### src/rtl/aes_byte_sequencer.sv
// aes_byte_sequencer: drives the byte-serial AES-128 core for one block per request.
// Latency: accept + 1 core-reset + 16 load + core latency + CAPTURE_DELAY + 16 capture cycles.
// Backpressure: in_ready only in IDLE; the result is held in DONE until out_ready.
//
// Ports:
//   clk, rst                     clock and synchronous active-high reset
//   in_valid/in_ready            request handshake; in_data = plaintext, in_key = key (byte 0 = [127:120])
//   out_valid/out_ready          result handshake; out_data = ciphertext, out_err = request timed out/overran
//   busy                         high whenever a request is in flight
//   core_rst/core_key_in/core_d_in   sole drivers of the core's reset and byte inputs
//   core_data_out/core_data_valid/core_done   core result stream and completion flag
module aes_byte_sequencer #(
  parameter int unsigned CAPTURE_DELAY  = 0,
  parameter int unsigned TIMEOUT_CYCLES = 255
) (
  input  logic         clk,
  input  logic         rst,
  input  logic         in_valid,
  output logic         in_ready,
  input  logic [127:0] in_data,
  input  logic [127:0] in_key,
  output logic         out_valid,
  input  logic         out_ready,
  output logic [127:0] out_data,
  output logic         out_err,
  output logic         busy,
  output logic         core_rst,
  output logic [7:0]   core_key_in,
  output logic [7:0]   core_d_in,
  input  logic [7:0]   core_data_out,
  input  logic         core_data_valid,
  input  logic         core_done
);

  typedef enum logic [2:0] {
    S_IDLE,
    S_CRST,
    S_LOAD,
    S_WAIT,
    S_CAPTURE,
    S_DONE
  } state_t;

  localparam logic [1:0]  LP_DLY = 2'(CAPTURE_DELAY);
  localparam logic [15:0] LP_TO  = 16'(TIMEOUT_CYCLES);

  // Registered state
  state_t        r_state;
  logic [127:0]  r_data_sr;
  logic [127:0]  r_key_sr;
  logic          r_core_rst;
  logic [7:0]    r_core_key_in;
  logic [7:0]    r_core_d_in;
  logic          r_out_valid;
  logic          r_out_err;
  logic [127:0]  r_out_data;
  logic [3:0]    r_byte_cnt;
  logic [1:0]    r_dly_cnt;
  logic [15:0]   r_to_cnt;
  logic          r_done_q;

  // Next-state values
  state_t        w_state_nxt;
  logic [127:0]  w_data_sr_nxt;
  logic [127:0]  w_key_sr_nxt;
  logic          w_core_rst_nxt;
  logic [7:0]    w_core_key_nxt;
  logic [7:0]    w_core_d_nxt;
  logic          w_out_valid_nxt;
  logic          w_out_err_nxt;
  logic [127:0]  w_out_data_nxt;
  logic [3:0]    w_byte_cnt_nxt;
  logic [1:0]    w_dly_cnt_nxt;
  logic [15:0]   w_to_cnt_nxt;

  logic [15:0]   w_to_inc;
  logic          w_done_rise;
  logic          w_abort;
  logic          w_in_flight;

  // Saturating increment; the abort compare uses the incremented value so
  // that WAIT+CAPTURE never lasts more than TIMEOUT_CYCLES cycles.
  assign w_to_inc    = (r_to_cnt == 16'hFFFF) ? r_to_cnt : (r_to_cnt + 16'd1);
  // A completion flag rising before all 16 bytes are in means the capture
  // window was misaligned with the core; treat it like a timeout.
  assign w_done_rise = core_done & ~r_done_q;
  assign w_abort     = (w_to_inc >= LP_TO) | w_done_rise;
  assign w_in_flight = (r_state == S_WAIT) || (r_state == S_CAPTURE);

  always_comb begin
    w_state_nxt     = r_state;
    w_data_sr_nxt   = r_data_sr;
    w_key_sr_nxt    = r_key_sr;
    w_core_rst_nxt  = r_core_rst;
    w_core_key_nxt  = r_core_key_in;
    w_core_d_nxt    = r_core_d_in;
    w_out_valid_nxt = r_out_valid;
    w_out_err_nxt   = r_out_err;
    w_out_data_nxt  = r_out_data;
    w_byte_cnt_nxt  = r_byte_cnt;
    w_dly_cnt_nxt   = r_dly_cnt;
    w_to_cnt_nxt    = r_to_cnt;

    case (r_state)
      S_IDLE: begin
        w_core_rst_nxt = 1'b1;
        w_core_key_nxt = 8'h00;
        w_core_d_nxt   = 8'h00;
        w_byte_cnt_nxt = 4'd0;
        w_dly_cnt_nxt  = 2'd0;
        w_to_cnt_nxt   = 16'd0;
        if (in_valid) begin
          w_data_sr_nxt = in_data;
          w_key_sr_nxt  = in_key;
          w_out_err_nxt = 1'b0;
          w_state_nxt   = S_CRST;
        end
      end

      S_CRST: begin
        // Release the core and present byte 0 on the same edge so the first
        // cycle the core sees rst low already carries valid data.
        w_core_rst_nxt = 1'b0;
        w_core_d_nxt   = r_data_sr[127:120];
        w_core_key_nxt = r_key_sr[127:120];
        w_data_sr_nxt  = {r_data_sr[119:0], 8'h00};
        w_key_sr_nxt   = {r_key_sr[119:0], 8'h00};
        w_byte_cnt_nxt = 4'd0;
        w_state_nxt    = S_LOAD;
      end

      S_LOAD: begin
        if (r_byte_cnt == 4'd15) begin
          w_core_d_nxt   = 8'h00;
          w_core_key_nxt = 8'h00;
          w_byte_cnt_nxt = 4'd0;
          w_to_cnt_nxt   = 16'd0;
          w_state_nxt    = S_WAIT;
        end else begin
          w_core_d_nxt   = r_data_sr[127:120];
          w_core_key_nxt = r_key_sr[127:120];
          w_data_sr_nxt  = {r_data_sr[119:0], 8'h00};
          w_key_sr_nxt   = {r_key_sr[119:0], 8'h00};
          w_byte_cnt_nxt = r_byte_cnt + 4'd1;
        end
      end

      S_WAIT: begin
        w_to_cnt_nxt = w_to_inc;
        if (core_data_valid) begin
          w_dly_cnt_nxt = LP_DLY;
          w_state_nxt   = S_CAPTURE;
        end
      end

      S_CAPTURE: begin
        w_to_cnt_nxt = w_to_inc;
        if (r_dly_cnt != 2'd0) begin
          w_dly_cnt_nxt = r_dly_cnt - 2'd1;
        end else begin
          // Sampling is free-running from here on; data_valid is not
          // re-qualified per byte.
          w_out_data_nxt = {r_out_data[119:0], core_data_out};
          w_byte_cnt_nxt = r_byte_cnt + 4'd1;
          if (r_byte_cnt == 4'd15) begin
            w_out_valid_nxt = 1'b1;
            w_core_rst_nxt  = 1'b1;
            w_state_nxt     = S_DONE;
          end
        end
      end

      S_DONE: begin
        w_core_rst_nxt = 1'b1;
        if (r_out_valid && out_ready) begin
          w_out_valid_nxt = 1'b0;
          w_state_nxt     = S_IDLE;
        end
      end

      default: begin
        w_state_nxt = S_IDLE;
      end
    endcase

    // Error exit overrides whatever WAIT/CAPTURE decided this cycle.
    if (w_in_flight && w_abort) begin
      w_out_valid_nxt = 1'b1;
      w_out_err_nxt   = 1'b1;
      w_out_data_nxt  = 128'd0;
      w_core_rst_nxt  = 1'b1;
      w_state_nxt     = S_DONE;
    end
  end

  always_ff @(posedge clk) begin
    if (rst) begin
      r_state       <= S_IDLE;
      r_data_sr     <= 128'd0;
      r_key_sr      <= 128'd0;
      r_core_rst    <= 1'b1;
      r_core_key_in <= 8'h00;
      r_core_d_in   <= 8'h00;
      r_out_valid   <= 1'b0;
      r_out_err     <= 1'b0;
      r_out_data    <= 128'd0;
      r_byte_cnt    <= 4'd0;
      r_dly_cnt     <= 2'd0;
      r_to_cnt      <= 16'd0;
      r_done_q      <= 1'b0;
    end else begin
      r_state       <= w_state_nxt;
      r_data_sr     <= w_data_sr_nxt;
      r_key_sr      <= w_key_sr_nxt;
      r_core_rst    <= w_core_rst_nxt;
      r_core_key_in <= w_core_key_nxt;
      r_core_d_in   <= w_core_d_nxt;
      r_out_valid   <= w_out_valid_nxt;
      r_out_err     <= w_out_err_nxt;
      r_out_data    <= w_out_data_nxt;
      r_byte_cnt    <= w_byte_cnt_nxt;
      r_dly_cnt     <= w_dly_cnt_nxt;
      r_to_cnt      <= w_to_cnt_nxt;
      r_done_q      <= core_done;
    end
  end

  assign in_ready    = (r_state == S_IDLE) && !rst;
  assign busy        = (r_state != S_IDLE);
  assign out_valid   = r_out_valid;
  assign out_err     = r_out_err;
  assign out_data    = r_out_data;
  assign core_rst    = r_core_rst;
  assign core_key_in = r_core_key_in;
  assign core_d_in   = r_core_d_in;

endmodule

### config.mk
export PLATFORM = sky130hd
export DESIGN_NAME = aes_byte_sequencer
export DESIGN_NICKNAME = d
export VERILOG_FILES = /design/src/rtl/aes_byte_sequencer.sv
export SDC_FILE = /design/constraint.sdc
export NUM_CORES = 1
export LEC_CHECK = 0
export BUFFER_PORTS_ARGS = -buffer_cell sky130_fd_sc_hd__buf_2
export CAP_MARGIN = 30
export CORE_AREA = 10 10 234 236
export DETAILED_ROUTE_END_ITERATION = 6
export DIE_AREA = 0 0 244 246
export PLACE_DENSITY = 0.65
export SYNTH_ARGS = -nofsm -noshare
export SYNTH_HDL_FRONTEND = slang
export SYNTH_SLANG_ARGS = --single-unit
export TNS_END_PERCENT = 100
### constraint.sdc
create_clock -name clk -period 2.85 [get_ports clk]
set_input_delay 0.285 -clock clk [delete_from_list [all_inputs] [get_ports clk]]
set_output_delay 0.285 -clock clk [all_outputs]
set_load 0.005 [all_outputs]
Word level (Yosys, flattened, before mapping). Index checks and enable logic that the tools add are counted.

Add/sub/neg operators: 3. $lt $le $gt $ge: 1. Equality and inequality tests: 21. Muxes and demuxes: 36. Bitwise gates (word level): 4. Reductions and logical operators: 30.

Operator list (number): 128-bit one-hot mux with 3 select lines (2); 128-bit two-way mux (4); 16-bit one-hot mux with 3 select lines (1); 8-bit one-hot mux with 3 select lines (2); 16-bit two-way mux (2); 3-bit two-way mux (7); 3-bit nonzero test (7); 3-bit one-hot mux with 6 select lines (1); 16-bit by 1-bit adder with 16-bit output (second input constant) (1); 16-bit equality test (second input constant) (1); 16-bit by 8-bit greater-or-equal comparator with 1-bit output (second input constant) (1); 8-bit two-way mux (2); 2-bit != test (second input constant) (6); 4-bit one-hot mux with 3 select lines (1); 6-bit AND reduction (2); 3-bit != test (second input constant) (3); 3-bit AND reduction (3); 4-bit two-way mux (2); 2-bit AND reduction (4); 2-bit OR reduction (4); 1-bit two-way mux (7); 3-bit by 2-bit equality test with 1-bit output (second input constant) (2); 3-bit equality test (second input constant) (2); 3-bit by 2-bit != test with 1-bit output (second input constant) (2); other kinds (19) (26).

Register bits after elaboration: 429. Input port bits: 270. Word-level logic and storage cells: 109.

Logic depth before layout (Yosys ltp).
Depth in word-level cells: 7. Depth in mapped cells: 11.

Least setup slack after synthesis. Ideal clock, no wire load.

Path type: register to register. Start: reg r_to_cnt[0]. End: reg r_out_data[118], in the netlist out_data[118]. Library setup time: 0.074 ns. Data arrival time: 2.389 ns. Data required time: 2.776 ns. Slack: 0.387 ns. Cell stages (with the launch flop): 11. Clock period less this slack: 2.463 ns. Cell sequence: dfxtp_1 ha_1 nand3_2 or3_1 o32a_1 a21oi_1 nand4_1 o21a_1 buf_4 buf_6 nor3_2.

Longest elaborated chain between the ends: 6.

RTL lines: from (decl) (line 59) `logic [15:0] r_to_cnt;`; from (signal assigned) (line 223) `r_to_cnt <= w_to_cnt_nxt;`; 16-bit by 1-bit adder with 16-bit output or 16-bit equality test (tied branches) (line 83) `assign w_to_inc = (r_to_cnt == 16'hFFFF) ? r_to_cnt : (r_to_cnt + 16'd1);`; 16-bit two-way mux (*) (line 83); 16-bit by 8-bit greater-or-equal comparator with 1-bit output (*) (line 87) `assign w_abort = (w_to_inc >= LP_TO) | w_done_rise;`; 1-bit OR (*) (line 87); 1-bit logical AND (*) (line 187) `if (w_in_flight && w_abort) begin`; 2-bit OR reduction (no source line) (*); to (signal assigned) (line 220) `r_out_data <= w_out_data_nxt;`; to (decl) (line 56) `logic [127:0] r_out_data;`.

Every way passes the cells marked *; elsewhere a longest branch is shown, timed or not. A chain may end at the register's enable or synchronous reset.

Final worst setup path.
Start: reg r_to_cnt[4]. End: reg r_out_data[29], in the netlist out_data[29].

Same word-level chain as after synthesis.

==> summary.md <==
| Metric | Value |
|---|---|
| Status | `finished, final reports clean` |
| Clock power frac | `35.9%` |
| Int Pwr | `12.8 mW` |
| Routed len/inst | `18.3 µm` |
| Switch Pwr | `5.79 mW` |
| Slew Limit Headroom | `37.8%` |
| Sink Count | `429` |
| P_leak | `10.3 nW` |
| Simple-Gate Fraction of Synth Area | `25.4%` |
| Number of buffers on the longest clock path | `3` |
| Via count | `18100` |
| Synth warn | `0` |
| Maximum number of pins on one net before global-route repair | `131` |
| Register bit total from synthesis | `429` |
| First drt pass iteration count | `6` |
| Pwr Total | `18.6 mW` |
| Final-layout fill cell count | `4436` |
| Final WS setup | `61.7 ps` |
| Tcrit/Tclk final | `97.8%` |
| Worst min-delay path class | `input pin to flop` |
| Worst vdd ir | `576 µV` |
| Finish-stage setup viols | `0` |
| Vias in the first global route | `18100` |
| CP Launch Type | `flop` |
| Die area | `60000 µm²` |
| Clock-pin slew on the worst setup and hold paths | `60 ps` |
| Die height | `246 µm` |
| CP Capture Type | `flop` |
| Number of distinct library cells after synthesis | `47` |
| Max Cap Viol | `0` |
| Combinational family with the most area after synthesis | `simple AND/OR/NAND/NOR gates` |
| Switching share of power | `31.1%` |
| H-tree depth | `2` |
| Worst Tran Pin Value | `932 ps` |
| Most frequent cells in the layout | `nand2_1, dfxtp_1, buf_2` |
| Overflow after GRT | `0` |
| WP data arrival | `3280 ps` |
| Core ar. | `49900 µm²` |
| Area delta synth->final | `38.2%` |
| Fin. Hold Viols | `0` |
| Power Density | `735 nW/µm²` |
| Final Skew | `16.7 ps` |
| Slew Viols, Final | `0` |
| Sequential Power Share | `40.1%` |
| Initial core utilization | `36.7%` |
| Compound-Gate Fraction of Synth Area | `15.2%` |
| Root Driver | `clkbuf_16` |
| Die W | `244 µm` |
| HPWL Detailed | `39500 µm` |
| Most common cell after layout, fill and taps aside | `nand2_1` |
| DRT Wirelength | `62400 µm` |
| FFs w/ async S/R, synth | `0%` |
| Register area share after synthesis | `46.9%` |
| CTS tree | `yes` |
| Fin nets | `2964` |
| Share of layout cells above drive strength 1 | `24.3%` |
| Netlist Area Pre-Place | `18300 µm²` |
| Port Buffer Count | `418` |
| DRC viols | `0` |
| Clock latency on the worst-skew pair | `570 ps` |
| Row cnt | `82` |
| Synth Instances | `2135` |
| Crit Path Class | `flop to flop` |
| Detail Route Antenna Nets | `0` |
| Number of enable flip-flop cells after synthesis | `0` |
| DRT iter0 DRCs | `1457` |
| Crit Path Max Fanout | `11` |
| Vias per inst | `5.32` |
| Xor/xnor share of the synthesized area | `0.191%` |
| Mux contribution to synthesized area | `7.16%` |
| Num ports | `419` |
| Post-synth top flop | `dfxtp_1` |
| Gate power share | `24.1%` |
| Synthesized net count | `2408` |
| Req. time, crit path | `3340 ps` |
| First-pass GRT wire length | `97900 µm` |
| Avg Inst Size Synth | `8.57 µm²` |
| Max Freq | `359 MHz` |
| Post-synthesis adder-cell area fraction | `0.260%` |
| Gp weighted congestion | `0.858` |
| CTS buffer count | `47` |
| Min Tclk post-route | `2790 ps` |
| Post-Place Worst Slack | `81.6 ps` |
| GRT Overall Usage | `19.6%` |
| Initial antenna violation count | `11` |
cell usage after synthesis, drive strengths merged (4+ instances only):
cell    instances  area, µm²
and3            7       43.8
nor2          284       1070
o21ai          16       80.1
nand3          29        150
nand2b         10       62.6
dfxtp         429       8590
a22oi          18        135
nor4            4       25.0
nor3          145       1270
inv             8       30.0
mux2i         131       1310
nand2         510       1910
nand4           4       25.0
a31oi           8       50.1
buf            18        165
a21oi          43        215
clkbuf        185        694
a311oi        245       2150
nor2b           4       25.0
logic make-up after synthesis:
group,count (synthesis)
and+or+nand+nor,1007
buffers and inverters,211
AOI/OAI and AO/OA,349
adders and majority gates,4
DFF,429
muxes,131
xor gates and xnor gates,4
per-stage QoR:
| stage | instances | hold WS, ps | TNS (ps) | cell area [µm²] | utilization (%) |
|---|---|---|---|---|---|
| floorplan | 2135 | 413 | 0 | 18300 | - |
| CTS | 3391 | 0.252 | 0 | 25200 | 50.5 |
| global route | 3407 | 5.36 | -117 | 25300 | 50.7 |
| detailed placement | 3067 | 448 | 0 | 21100 | 42.2 |
| global placement | 3067 | 442 | 0 | 21100 | 42.2 |
| finish | 3408 | 24.9 | 0 | 25300 | 50.7 |
metal layers:
layer,wire [µm],up-vias,global-route usage (%)
met4,3110,0,10.4
met1,25700,8485,23.7
met2,29300,759,31.9
li1,-,8660,-
met3,4370,217,4.90
met5,0,-,0
what timing repair did:
action | 4_1_cts | 5_1_grt
setup endpoints to repair | 0 | 123
hold buffers | 242 | 0
gates resized for setup | 0 | 10
endpoints found under the hold margin | 242 | 0
buffers inserted | 0 | 4
path summary, 6_finish.rpt:
check / start / endpoint / slack, ps / cells past startpoint
worst max-delay path: r_to_cnt[4] / out_data[29] / 60 / 9
worst max register to register: r_to_cnt[4] / out_data[29] / 60 / 9
worst min register to register: r_key_sr[5] / r_key_sr[5] / 450 / 2
worst min-delay path: core_data_out[5] / out_data[5] / 20 / 3
registers in the layout, indices dropped and copies added, names as in the netlist, 2 cells and up:
signal and count:
core_d_in 8, r_dly_cnt 2, r_key_sr 128, out_data 128, r_byte_cnt 4, r_state 3, core_key_in 8, r_to_cnt 16
r_data_sr 128
layout make-up:
cell class | instances | area [µm²] | area share, %
diodes | 12 | 30.0 | 0.119
clock buffers | 67 | 1380 | 5.47
clock inverters | 15 | 304 | 1.20
inverters | 8 | 30.0 | 0.119
multi-input cells | 1495 | 8900 | 35.2
flip-flops and latches | 429 | 8590 | 34.0
well taps | 672 | 841 | 3.32
repair buffers | 710 | 5210 | 20.6
worst max-delay path, cell delays in order, from the launching register on:
cell and delay (ps):
dfxtp_1 500, nand3_4 210, or3_1 390, o32a_1 350, a21oi_1 190, nand4_1 250, o21a_4 370, buf_2 190
buf_4 140, nor3_2 120
power groups by stage:
| stage | logic (mW) | registers (mW) | clock network [mW] |
|---|---|---|---|
| 3_5_place_dp | 4.13 | 7.54 | 0 |
| 4_1_cts | 4.41 | 7.42 | 6.77 |
| 2_1_floorplan | 2.96 | 7.38 | 0 |
| 5_1_grt | 4.95 | 7.54 | 7.01 |
| 3_3_place_gp | 4.06 | 7.51 | 0 |
| 6_report | 4.47 | 7.44 | 6.67 |
(Power assumes the default switching activity.)
